`src/rtl/arm_pkg.sv`:
```
// rtl/arm_pkg.sv - control-field encodings shared by the arm_risc_core datapath
package arm_pkg;

  // writeback source select
  localparam logic [1:0] CSRC_DATAIN = 2'd0;
  localparam logic [1:0] CSRC_LIT    = 2'd1;
  localparam logic [1:0] CSRC_MUX    = 2'd2;
  localparam logic [1:0] CSRC_ALU    = 2'd3;

  // PC control
  localparam logic [1:0] CPC_JUMP = 2'd0;
  localparam logic [1:0] CPC_INC  = 2'd1;
  localparam logic [1:0] CPC_SKIP = 2'd2;
  localparam logic [1:0] CPC_HOLD = 2'd3;

  // muxout select; 0-5 pick R0-R5 directly
  localparam logic [2:0] CMSRC_STACK = 3'd6;
  localparam logic [2:0] CMSRC_AMBA  = 3'd7;

  // ALU opcodes (A = R1, B = R2)
  localparam logic [5:0] CALU_PASS = 6'd0;
  localparam logic [5:0] CALU_ADD  = 6'd1;
  localparam logic [5:0] CALU_SUB  = 6'd2;
  localparam logic [5:0] CALU_AND  = 6'd3;
  localparam logic [5:0] CALU_OR   = 6'd4;
  localparam logic [5:0] CALU_XOR  = 6'd5;
  localparam logic [5:0] CALU_NOT  = 6'd6;
  localparam logic [5:0] CALU_INC  = 6'd7;

endpackage

```
`src/rtl/arm_stack.sv`:
```
// rtl/arm_stack.sv - hardware LIFO with push, pop, top, full and empty
module arm_stack #(
  parameter int DEPTH = 8,
  parameter int W     = 8
) (
  input  logic         clk,
  input  logic         rst,
  input  logic         push_i,
  input  logic         pop_i,
  input  logic [W-1:0] din_i,
  output logic [W-1:0] top_o,
  output logic         full_o,
  output logic         empty_o
);

  localparam int AW  = $clog2(DEPTH);
  localparam int SPW = $clog2(DEPTH + 1);

  logic [W-1:0]   mem_q [DEPTH];
  logic [SPW-1:0] sp_q;
  logic [AW-1:0]  wr_idx;
  logic [AW-1:0]  top_idx;

  assign full_o  = (sp_q == SPW'(DEPTH));
  assign empty_o = (sp_q == '0);
  assign wr_idx  = AW'(sp_q);
  assign top_idx = AW'(sp_q - SPW'(1));
  assign top_o   = empty_o ? '0 : mem_q[top_idx];

  // pointer and entries; pop wins over push, overflow/underflow are ignored
  always_ff @(posedge clk) begin
    if (rst) begin
      sp_q <= '0;
      for (int i = 0; i < DEPTH; i++) mem_q[i] <= '0;
    end else if (pop_i) begin
      if (!empty_o) sp_q <= sp_q - SPW'(1);
    end else if (push_i && !full_o) begin
      mem_q[wr_idx] <= din_i;
      sp_q          <= sp_q + SPW'(1);
    end
  end

endmodule

```
`src/rtl/arm_risc_core.sv`:
```
// rtl/arm_risc_core.sv - 8-bit single-cycle RISC datapath driven by external decoded controls
module arm_risc_core
  import arm_pkg::*;
#(
  parameter int         STACK_DEPTH = 8,
  parameter logic [7:0] INT_VECTOR  = 8'hF0
) (
  input  logic       clk,
  input  logic       rst,
  input  logic       eint,
  input  logic [7:0] Literal,
  input  logic [5:0] Addr,
  input  logic [7:0] datain,
  input  logic [7:0] ambain,
  input  logic       wr_en,
  input  logic [5:0] calu,
  input  logic [1:0] cpc,
  input  logic [1:0] csrc,
  input  logic [2:0] cmsrc,
  input  logic       cal,
  input  logic       ret,
  input  logic       push,
  input  logic       pop,
  output logic [7:0] dataout,
  output logic [7:0] R0,
  output logic [7:0] R1,
  output logic [7:0] R2,
  output logic [7:0] R3,
  output logic [7:0] R4,
  output logic [7:0] R5,
  output logic [7:0] R6,
  output logic [7:0] PC,
  output logic [7:0] muxout,
  output logic [7:0] CEE,
  output logic       CEENZ,
  output logic [7:0] LNK,
  output logic [7:0] stack
);

  logic [7:0] rf_q [8];
  logic [7:0] pc_q, pc_d;
  logic [7:0] lnk_q, lnk_d;
  logic [7:0] alu_y, wb;
  logic [7:0] stk_top;
  logic       stk_full, stk_empty, stk_push, stk_pop;

  // pop takes precedence; the stack also guards, this keeps the intent visible here
  assign stk_pop  = pop & ~stk_empty;
  assign stk_push = push & ~pop & ~stk_full;

  arm_stack #(.DEPTH(STACK_DEPTH), .W(8)) u_stack (
    .clk     (clk),
    .rst     (rst),
    .push_i  (stk_push),
    .pop_i   (stk_pop),
    .din_i   (muxout),
    .top_o   (stk_top),
    .full_o  (stk_full),
    .empty_o (stk_empty)
  );

  assign stack   = stk_empty ? 8'h00 : stk_top;
  assign CEE     = rf_q[0] ^ Literal;
  assign CEENZ   = |CEE;
  assign PC      = pc_q;
  assign LNK     = lnk_q;
  assign R0      = rf_q[0];
  assign R1      = rf_q[1];
  assign R2      = rf_q[2];
  assign R3      = rf_q[3];
  assign R4      = rf_q[4];
  assign R5      = rf_q[5];
  assign R6      = rf_q[6];
  assign dataout = rf_q[7];

  // ALU on fixed operands R1/R2; undefined opcodes fall back to R0
  always_comb begin
    alu_y = rf_q[0];
    case (calu)
      CALU_PASS: alu_y = rf_q[0];
      CALU_ADD:  alu_y = rf_q[1] + rf_q[2];
      CALU_SUB:  alu_y = rf_q[1] - rf_q[2];
      CALU_AND:  alu_y = rf_q[1] & rf_q[2];
      CALU_OR:   alu_y = rf_q[1] | rf_q[2];
      CALU_XOR:  alu_y = rf_q[1] ^ rf_q[2];
      CALU_NOT:  alu_y = ~rf_q[1];
      CALU_INC:  alu_y = rf_q[1] + 8'd1;
      default:   alu_y = rf_q[0];
    endcase
  end

  // muxout: registers R0-R5, stack top, or the bus input
  always_comb begin
    muxout = rf_q[cmsrc];
    case (cmsrc)
      CMSRC_STACK: muxout = stack;
      CMSRC_AMBA:  muxout = ambain;
      default:     muxout = rf_q[cmsrc];
    endcase
  end

  // writeback source select
  always_comb begin
    wb = datain;
    case (csrc)
      CSRC_DATAIN: wb = datain;
      CSRC_LIT:    wb = Literal;
      CSRC_MUX:    wb = muxout;
      CSRC_ALU:    wb = alu_y;
      default:     wb = datain;
    endcase
  end

  // PC / link next state: interrupt, then return, then call, then cpc
  always_comb begin
    pc_d  = pc_q;
    lnk_d = lnk_q;
    if (eint) begin
      lnk_d = pc_q;
      pc_d  = INT_VECTOR;
    end else if (ret) begin
      pc_d = lnk_q;
    end else if (cal) begin
      lnk_d = pc_q + 8'd1;
      pc_d  = Literal;
    end else begin
      case (cpc)
        CPC_JUMP: pc_d = Literal;
        CPC_INC:  pc_d = pc_q + 8'd1;
        CPC_SKIP: pc_d = pc_q + (CEENZ ? 8'd2 : 8'd1);
        CPC_HOLD: pc_d = pc_q;
        default:  pc_d = pc_q;
      endcase
    end
  end

  // register file, PC and link register; addresses 8-63 never write
  always_ff @(posedge clk) begin
    if (rst) begin
      for (int i = 0; i < 8; i++) rf_q[i] <= 8'h00;
      pc_q  <= 8'h00;
      lnk_q <= 8'h00;
    end else begin
      if (wr_en && (Addr < 6'd8)) rf_q[Addr[2:0]] <= wb;
      pc_q  <= pc_d;
      lnk_q <= lnk_d;
    end
  end

endmodule

```
`config.mk`:
```
export PLATFORM = sky130hd
export DESIGN_NAME = arm_risc_core
export DESIGN_NICKNAME = d
export VERILOG_FILES = /design/src/rtl/arm_pkg.sv /design/src/rtl/arm_stack.sv /design/src/rtl/arm_risc_core.sv
export SDC_FILE = /design/constraint.sdc
export NUM_CORES = 1
export LEC_CHECK = 0
export BUFFER_PORTS_ARGS = -buffer_cell sky130_fd_sc_hd__buf_2
export CORE_UTILIZATION = 50
export DETAILED_ROUTE_END_ITERATION = 10
export PLACE_DENSITY = 0.8
export SYNTH_ARGS = -nofsm -noshare
export SYNTH_HDL_FRONTEND = slang
export SYNTH_SLANG_ARGS = --single-unit
export TNS_END_PERCENT = 50
```
`constraint.sdc`:
```
create_clock -name clk -period 5.23 [get_ports clk]
set_input_delay 0.7845 -clock clk [delete_from_list [all_inputs] [get_ports clk]]
set_output_delay 0.7845 -clock clk [all_outputs]
set_load 0.05 [all_outputs]
```
==> results of run 1 <==
==> cells in the mapped netlist (all sizes together) (12+ instances only) <==
cell,instances,area [um2]
nand3,20,100.1
ha,33,412.9
mux2i,13,130.1
buf,13,62.56
nand2b,29,181.4
edfxtp,128,3844
clkbuf,29,108.9
a21oi,38,190.2
nand2,44,165.2
xor2,12,123.9
nor3,27,135.1
dfxtp,20,400.4
inv,48,180.2
nor2,170,638.1
a211oi,13,102.6
mux4,24,540.5
o21ai,28,140.1
==> path summary, 6_finish.rpt <==
check | cells after the start | to | slack, ns
max | 8 | muxout[7] | 0.93
min | 2 | LNK[7] | 0.56
max reg2reg | 8 | rf_q[1][6] | 1.69
min reg2reg | 2 | LNK[7] | 0.56
==> cell families after synthesis <==
kind of cell | after synthesis | share of synthesized area, %
AOI/OAI and AO/OA | 171 | 13.52
xor gates and xnor gates | 20 | 2.194
adders and majority gates | 35 | 5.123
buffers and inverters | 90 | 3.977
DFF | 148 | 48.00
muxes | 46 | 8.732
and+or+nand+nor | 349 | 18.45
==> registers in the layout, summed over array words and instances, names as in the netlist <==
register / count
rf_q: 64
PC: 8
LNK: 8
u_stack.sp_q: 4
u_stack.mem_q: 64
==> per-layer routing <==
metal | vias to the layer above | routed length, um | share of wire [%] | GRT usage [%]
li1 | 3449 | - | - | -
met4 | 0 | 985 | 3.7 | 12.48
met5 | - | 0 | 0 | 0
met1 | 3715 | 10130 | 38 | 41.02
met3 | 85 | 3469 | 13 | 7.470
met2 | 643 | 11770 | 45 | 44.33
==> area by class of cell <==
cell class	count	area share, %
Multi-Input combinational cell	621	40.77
Sequential cell	148	40.76
Timing Repair Buffer	165	8.171
Clock buffer	17	4.086
Tap cell	225	2.704
Clock inverter	14	1.778
Inverter	48	1.730
==> worst min-delay path, delay by kind of cell (launching register included) <==
family	cells	cell delay (ns)
flip-flops	1	0.37
AND/OR/NAND/NOR	1	0.08
AO/OA/AOI/OAI	1	0.06
==> stage by stage <==
stage	hold slack, ns	instance area (um2)	worst slack [ns]
2_1_floorplan	0.5401	8841	0.9763
3_3_place_gp	0.5224	9802	0.8242
3_5_place_dp	0.5458	9802	0.6945
4_1_cts	0.5559	10410	0.9121
5_1_grt	0.5940	10410	0.7599
6_report	0.5566	10410	0.9348
==> report_power, final <==
part,switching [W],internal (W)
sequential,0.0000748,0.00136
clock,0.000497,0.000792
combinational,0.00104,0.000491
total,0.00161,0.00264
==> flow_summary.yaml, run 1 <==
worst_setup_path:
  crit_path_end_kind: "output pin"
  worstPathRequired_ns: 4.45
  worst-path-max-fanout: 19
  crit_start: "u_stack.sp_q[1]"
  path_buf_inv: 3
  r2r-start: "u_stack.sp_q[1]"
  critPathMaxStageDelay_ns: 0.83
  path_cells: "inv_1 > ha_1 > mux4_2 > mux2i_1 > o21a_1 > o21a_1 > inv_1 > buf_2"
  critPathLaunchType: "flop"
  slowest_stage: "ha_1"
  critPathKind: "reg -> out"
  cp_top_family: "adder cells"
  critPathArrivalTime_ns: 3.51
placement:
  dp.final_hpwl_um: 19040
  place_inst: 1207
  portBuffers: 155
  place_congestion: 0.9311
global_route:
  overflow: 0
  first_global_vias: 7169
  grt_max_degree: 40
  grt_pass1_wl_um: 40070
  grt_use_total_pct: 29.64
  antenna_found_initial: 0
yosys:
  synth-edff-count: 128
  synth_ff_type: "edfxtp_1"
  yosys.cell_types.count: 72
  netlist_instances: 859
  seq_area_frac_synth_pct: 48.00
  ys.warnings.count: 0
  ys_ff_latch: 148
  synth.avg_cell_area_um2: 10.29
  syn_area_mm2: 0.008841
  syn_nets: 945
  async_flop_share_pct: 0
clocking:
  clock_sinks: 148
  cts_resized: 0
  htreeDepth: 4
  cts-buffers-inserted: 17
  clk_latency_ns: 0.43
  path_clk_slew_ns: 0.06
  cts_tree: "yes"
  cts-root-buf: "clkbuf_16"
  clockBufferDepth: 2
  postCtsSetupBuffers: 0
  cts_hold_buf: 0
floorplan:
  dieWidth_um: 135.0
  io_pins: 156
  die_area_mm2: 0.01822
  coreArea_mm2: 0.01730
  start_util_pct: 51.11
  core.rowCount: 48
  die_y_um: 135.0
sta:
  setup_viol: 0
  fmax_mhz: 232.8
  rsz0062_at_grt: "false"
  layout_min_cycle_time_ns: 4.295
  finClkSkew_ns: 0.006697
  fin_setup_tns_ns: 0
  hold_viol_final: 0
  slew_headroom_pct: 22.38
  worstMarginPinSlew_ns: 1.155
  final-max-slew-violation-count: 0
  fin_crit_sh_pct: 82.13
layout:
  multi_input_area_mm2: 0.004245
  nFillCells: 1399
  final_common_cell: "nor2_1"
  regArea_mm2: 0.004244
  finish.utilization_pct: 60.20
  n_antenna_cell: 0
  final_cells: 1238
  final_cell_mix: "nor2_1, buf_2, edfxtp_1"
  final_layout_size_suffix_gt1_share_pct: 23.79
  syn_to_final_growth_pct: 17.78
  final_nets: 1087
drt:
  ant_nets: 0
  drc_errors: 0
  drtIter0Drc: 977
  drt-vias-per-instance: 6.375
  vias: 7892
  wire_per_inst_um: 21.29
  first_pass_iters: 5
  routed_wl_um: 26360
run_status:
  status: "complete, no violations"
job:
  drv_cap: 0
power_and_ir_drop:
  peakVddDrop_mv: 0.4118
  power.total_w: 0.004253
  power_density_mw_per_mm2: 408.5
  power_leakage_nw: 4.235
worst_hold_path:
  hp-start: "PC[7]"
  hold_path_class: "reg -> reg"
Power figures use the tool's default switching activity.
==> inputs of run 2 (changes only) <==
--- a/config.mk
+++ b/config.mk
@@ -8,7 +8,7 @@
 export BUFFER_PORTS_ARGS = -buffer_cell sky130_fd_sc_hd__buf_2
 export CORE_UTILIZATION = 50
 export DETAILED_ROUTE_END_ITERATION = 10
-export PLACE_DENSITY = 0.8
+export PLACE_DENSITY = 0.82
 export SYNTH_ARGS = -nofsm -noshare
 export SYNTH_HDL_FRONTEND = slang
 export SYNTH_SLANG_ARGS = --single-unit
==> constraint.sdc (replaced) <==
create_clock -name clk -period 3.46 [get_ports clk]
set_input_delay 0.519 -clock clk [delete_from_list [all_inputs] [get_ports clk]]
set_output_delay 0.519 -clock clk [all_outputs]
set_load 0.05 [all_outputs]
==> run 2 against run 1 <==
  * Worst setup slack worse by 0.84 ns
  * Via count up 2.8%
  * Wire length up 8.4%
  * Critical path type unchanged
  * First-iteration DRC count up 11%
  * Utilization up 2.4 points
==> flow_summary.yaml, run 2 (synthesis results as in run 1) <==
clocking:
  htreeDepth: 4
  clockBufferDepth: 2
  cts-root-buf: "clkbuf_16"
  clock_sinks: 148
  cts_hold_buf: 0
  cts_tree: "yes"
  cts-buffers-inserted: 17
  path_clk_slew_ns: 0.06
  clk_latency_ns: 0.44
  postCtsSetupBuffers: 0
placement:
  place_congestion: 0.9447
  dp.final_hpwl_um: 20550
  portBuffers: 155
worst_setup_path:
  critPathArrivalTime_ns: 2.85
  cp_top_family: "multiplexers"
  path_buf_inv: 4
  path_cells: "inv_1 > ha_4 > buf_12 > mux4_2 > mux2_2 > a31oi_1 > nor2_1 > mux2i_2 > inv_2 > clkbuf_4"
  reg2reg_depth: 9
  slowest_stage: "dfxtp_1"
  critPathKind: "reg -> out"
  critPathLaunchType: "flop"
  worstPathRequired_ns: 2.94
  crit_path_end_kind: "output pin"
  r2r-start: "rf_q[2][2]"
  r2r_end: "rf_q[2][6]"
  critPathMaxStageDelay_ns: 0.33
  worst-path-max-fanout: 16
  reg2reg_slack_ns: 0.16
global_route:
  overflow: 0
  first_global_vias: 7655
  grt_max_degree: 34
  antenna_found_initial: 0
  grt_pass1_wl_um: 43280
  grt_use_total_pct: 32.17
floorplan:
  io_pins: 156
  die_area_mm2: 0.01822
  dieWidth_um: 135.0
  coreArea_mm2: 0.01730
  core.rowCount: 48
  start_util_pct: 51.11
  die_y_um: 135.0
worst_hold_path:
  holdPathEnd: "u_stack.sp_q[3]"
  whs_path_depth: 2
  hp-start: "rst"
  hold_path_class: "in -> reg"
power_and_ir_drop:
  power_frac_clock_pct: 26.9
  switching_share_pct: 40.40
  power_leakage_nw: 4.441
  power_frac_seq_pct: 32.7
  p_int_w: 0.003895
  peakVddDrop_mv: 0.8055
  combPwrFrac_pct: 40.4
  p_sw_w: 0.002641
  power_density_mw_per_mm2: 603.7
job:
  drv_cap: 0
drt:
  vias: 8115
  drt-vias-per-instance: 6.335
  drtIter0Drc: 1087
  drc_errors: 0
  ant_nets: 0
  routed_wl_um: 28580
  wire_per_inst_um: 22.31
  first_pass_iters: 6
sta:
  fin_setup_tns_ns: 0
  rsz0062_at_grt: "false"
  fin_crit_sh_pct: 97.31
  hold_viol_final: 0
  final-max-slew-violation-count: 0
  finClkSkew_ns: 0.01586
  worstMarginPinSlew_ns: 1.231
  slew_headroom_pct: 17.21
  fmax_mhz: 297.0
  setup_viol: 0
  layout_min_cycle_time_ns: 3.367
layout:
  nFillCells: 1367
  final_layout_size_suffix_gt1_share_pct: 29.07
  syn_to_final_growth_pct: 22.45
  final_nets: 1129
  n_antenna_cell: 0
  multi_input_area_mm2: 0.004380
  final_common_cell: "nor2_1"
  finish.utilization_pct: 62.59
  top_regs: "rf_q: 64 flops, u_stack.mem_q: 64 flops"
  final_cell_mix: "nor2_1, buf_2, edfxtp_1"
  regArea_mm2: 0.004244
run_status:
  status: "complete, no violations"
==> run 2: cell count changes in the layout (fill, tap and decap cells not counted), sizes merged <==
cell      change
inv           +5
bufinv        -4
clkbuf        +2
buf          +41
clkinv        +1
clkinvlp      -2
==> run 2: power by group through the flow <==
stage	logic [W]	registers, W	clock network, W
detailed placement	0.00253	0.00217	0
finish	0.00264	0.00214	0.00176
global route	0.00276	0.00215	0.00183
floorplan	0.00164	0.00228	0
CTS	0.00258	0.00213	0.00175
global placement	0.00249	0.00217	0
==> run 2: worst max path at each step <==
stage	startpoint	depth (start not counted)	slack [ns]	end
2_1_floorplan	u_stack.sp_q[0]	11	-0.09	muxout[4]
3_3_place_gp	calu[4]	12	-0.16	rf_q[5][7]
3_5_place_dp	calu[4]	12	-0.25	rf_q[6][7]
4_1_cts	u_stack.sp_q[0]	10	0.04	muxout[1]
5_1_grt	u_stack.sp_q[0]	10	0.001	muxout[1]
6_report	u_stack.sp_q[0]	10	0.09	muxout[1]
==> run 2: layer usage <==
layer	vias up	GRT usage, %	share of wire, %
li1	3522	-	-
met1	3864	43.57	38
met2	643	50.29	46
met3	86	6.644	13
met4	0	13.61	3.5
met5	-	0	0
==> run 2: worst register-to-register path, cell delays in order (launching register included) <==
cell      delay [ns]
edfxtp_1        0.54
nor4_1          0.69
a21oi_1         0.20
xnor2_1         0.17
nor2_1          0.06
ha_1            0.36
mux2i_1         0.21
nand3_1         0.10
a211oi_2        0.59
nor2_1          0.10
==> run 2: cell type report <==
cell class,instances,area share (%)
clock inverters,14,1.075
repair buffers,207,11.03
inverters,48,1.664
clock buffers,18,3.964
multi-input cells,621,40.46
flip-flops and latches,148,39.20
well taps,225,2.601
==> run 2: what timing repair did <==
action | 4_1_cts | 5_1_grt
endpoints found under the setup margin | 2 | 1
gates resized for setup | 3 | 2
pin swaps | 0 | 1
==> run 2: metrics by stage <==
stage / std cells / hold slack (ns) / total power (W) / setup WS, ns / area [um2]
floorplan: 859 / 0.5401 / 0.003921 / -0.09409 / 8951
CTS: 1281 / 0.3985 / 0.006466 / 0.03591 / 10810
global route: 1281 / 0.4021 / 0.006734 / 0.001329 / 10830
finish: 1281 / 0.4172 / 0.006536 / 0.09305 / 10830
detailed placement: 1249 / 0.5358 / 0.004699 / -0.2462 / 10260
global placement: 1249 / 0.5202 / 0.004658 / -0.1559 / 10260
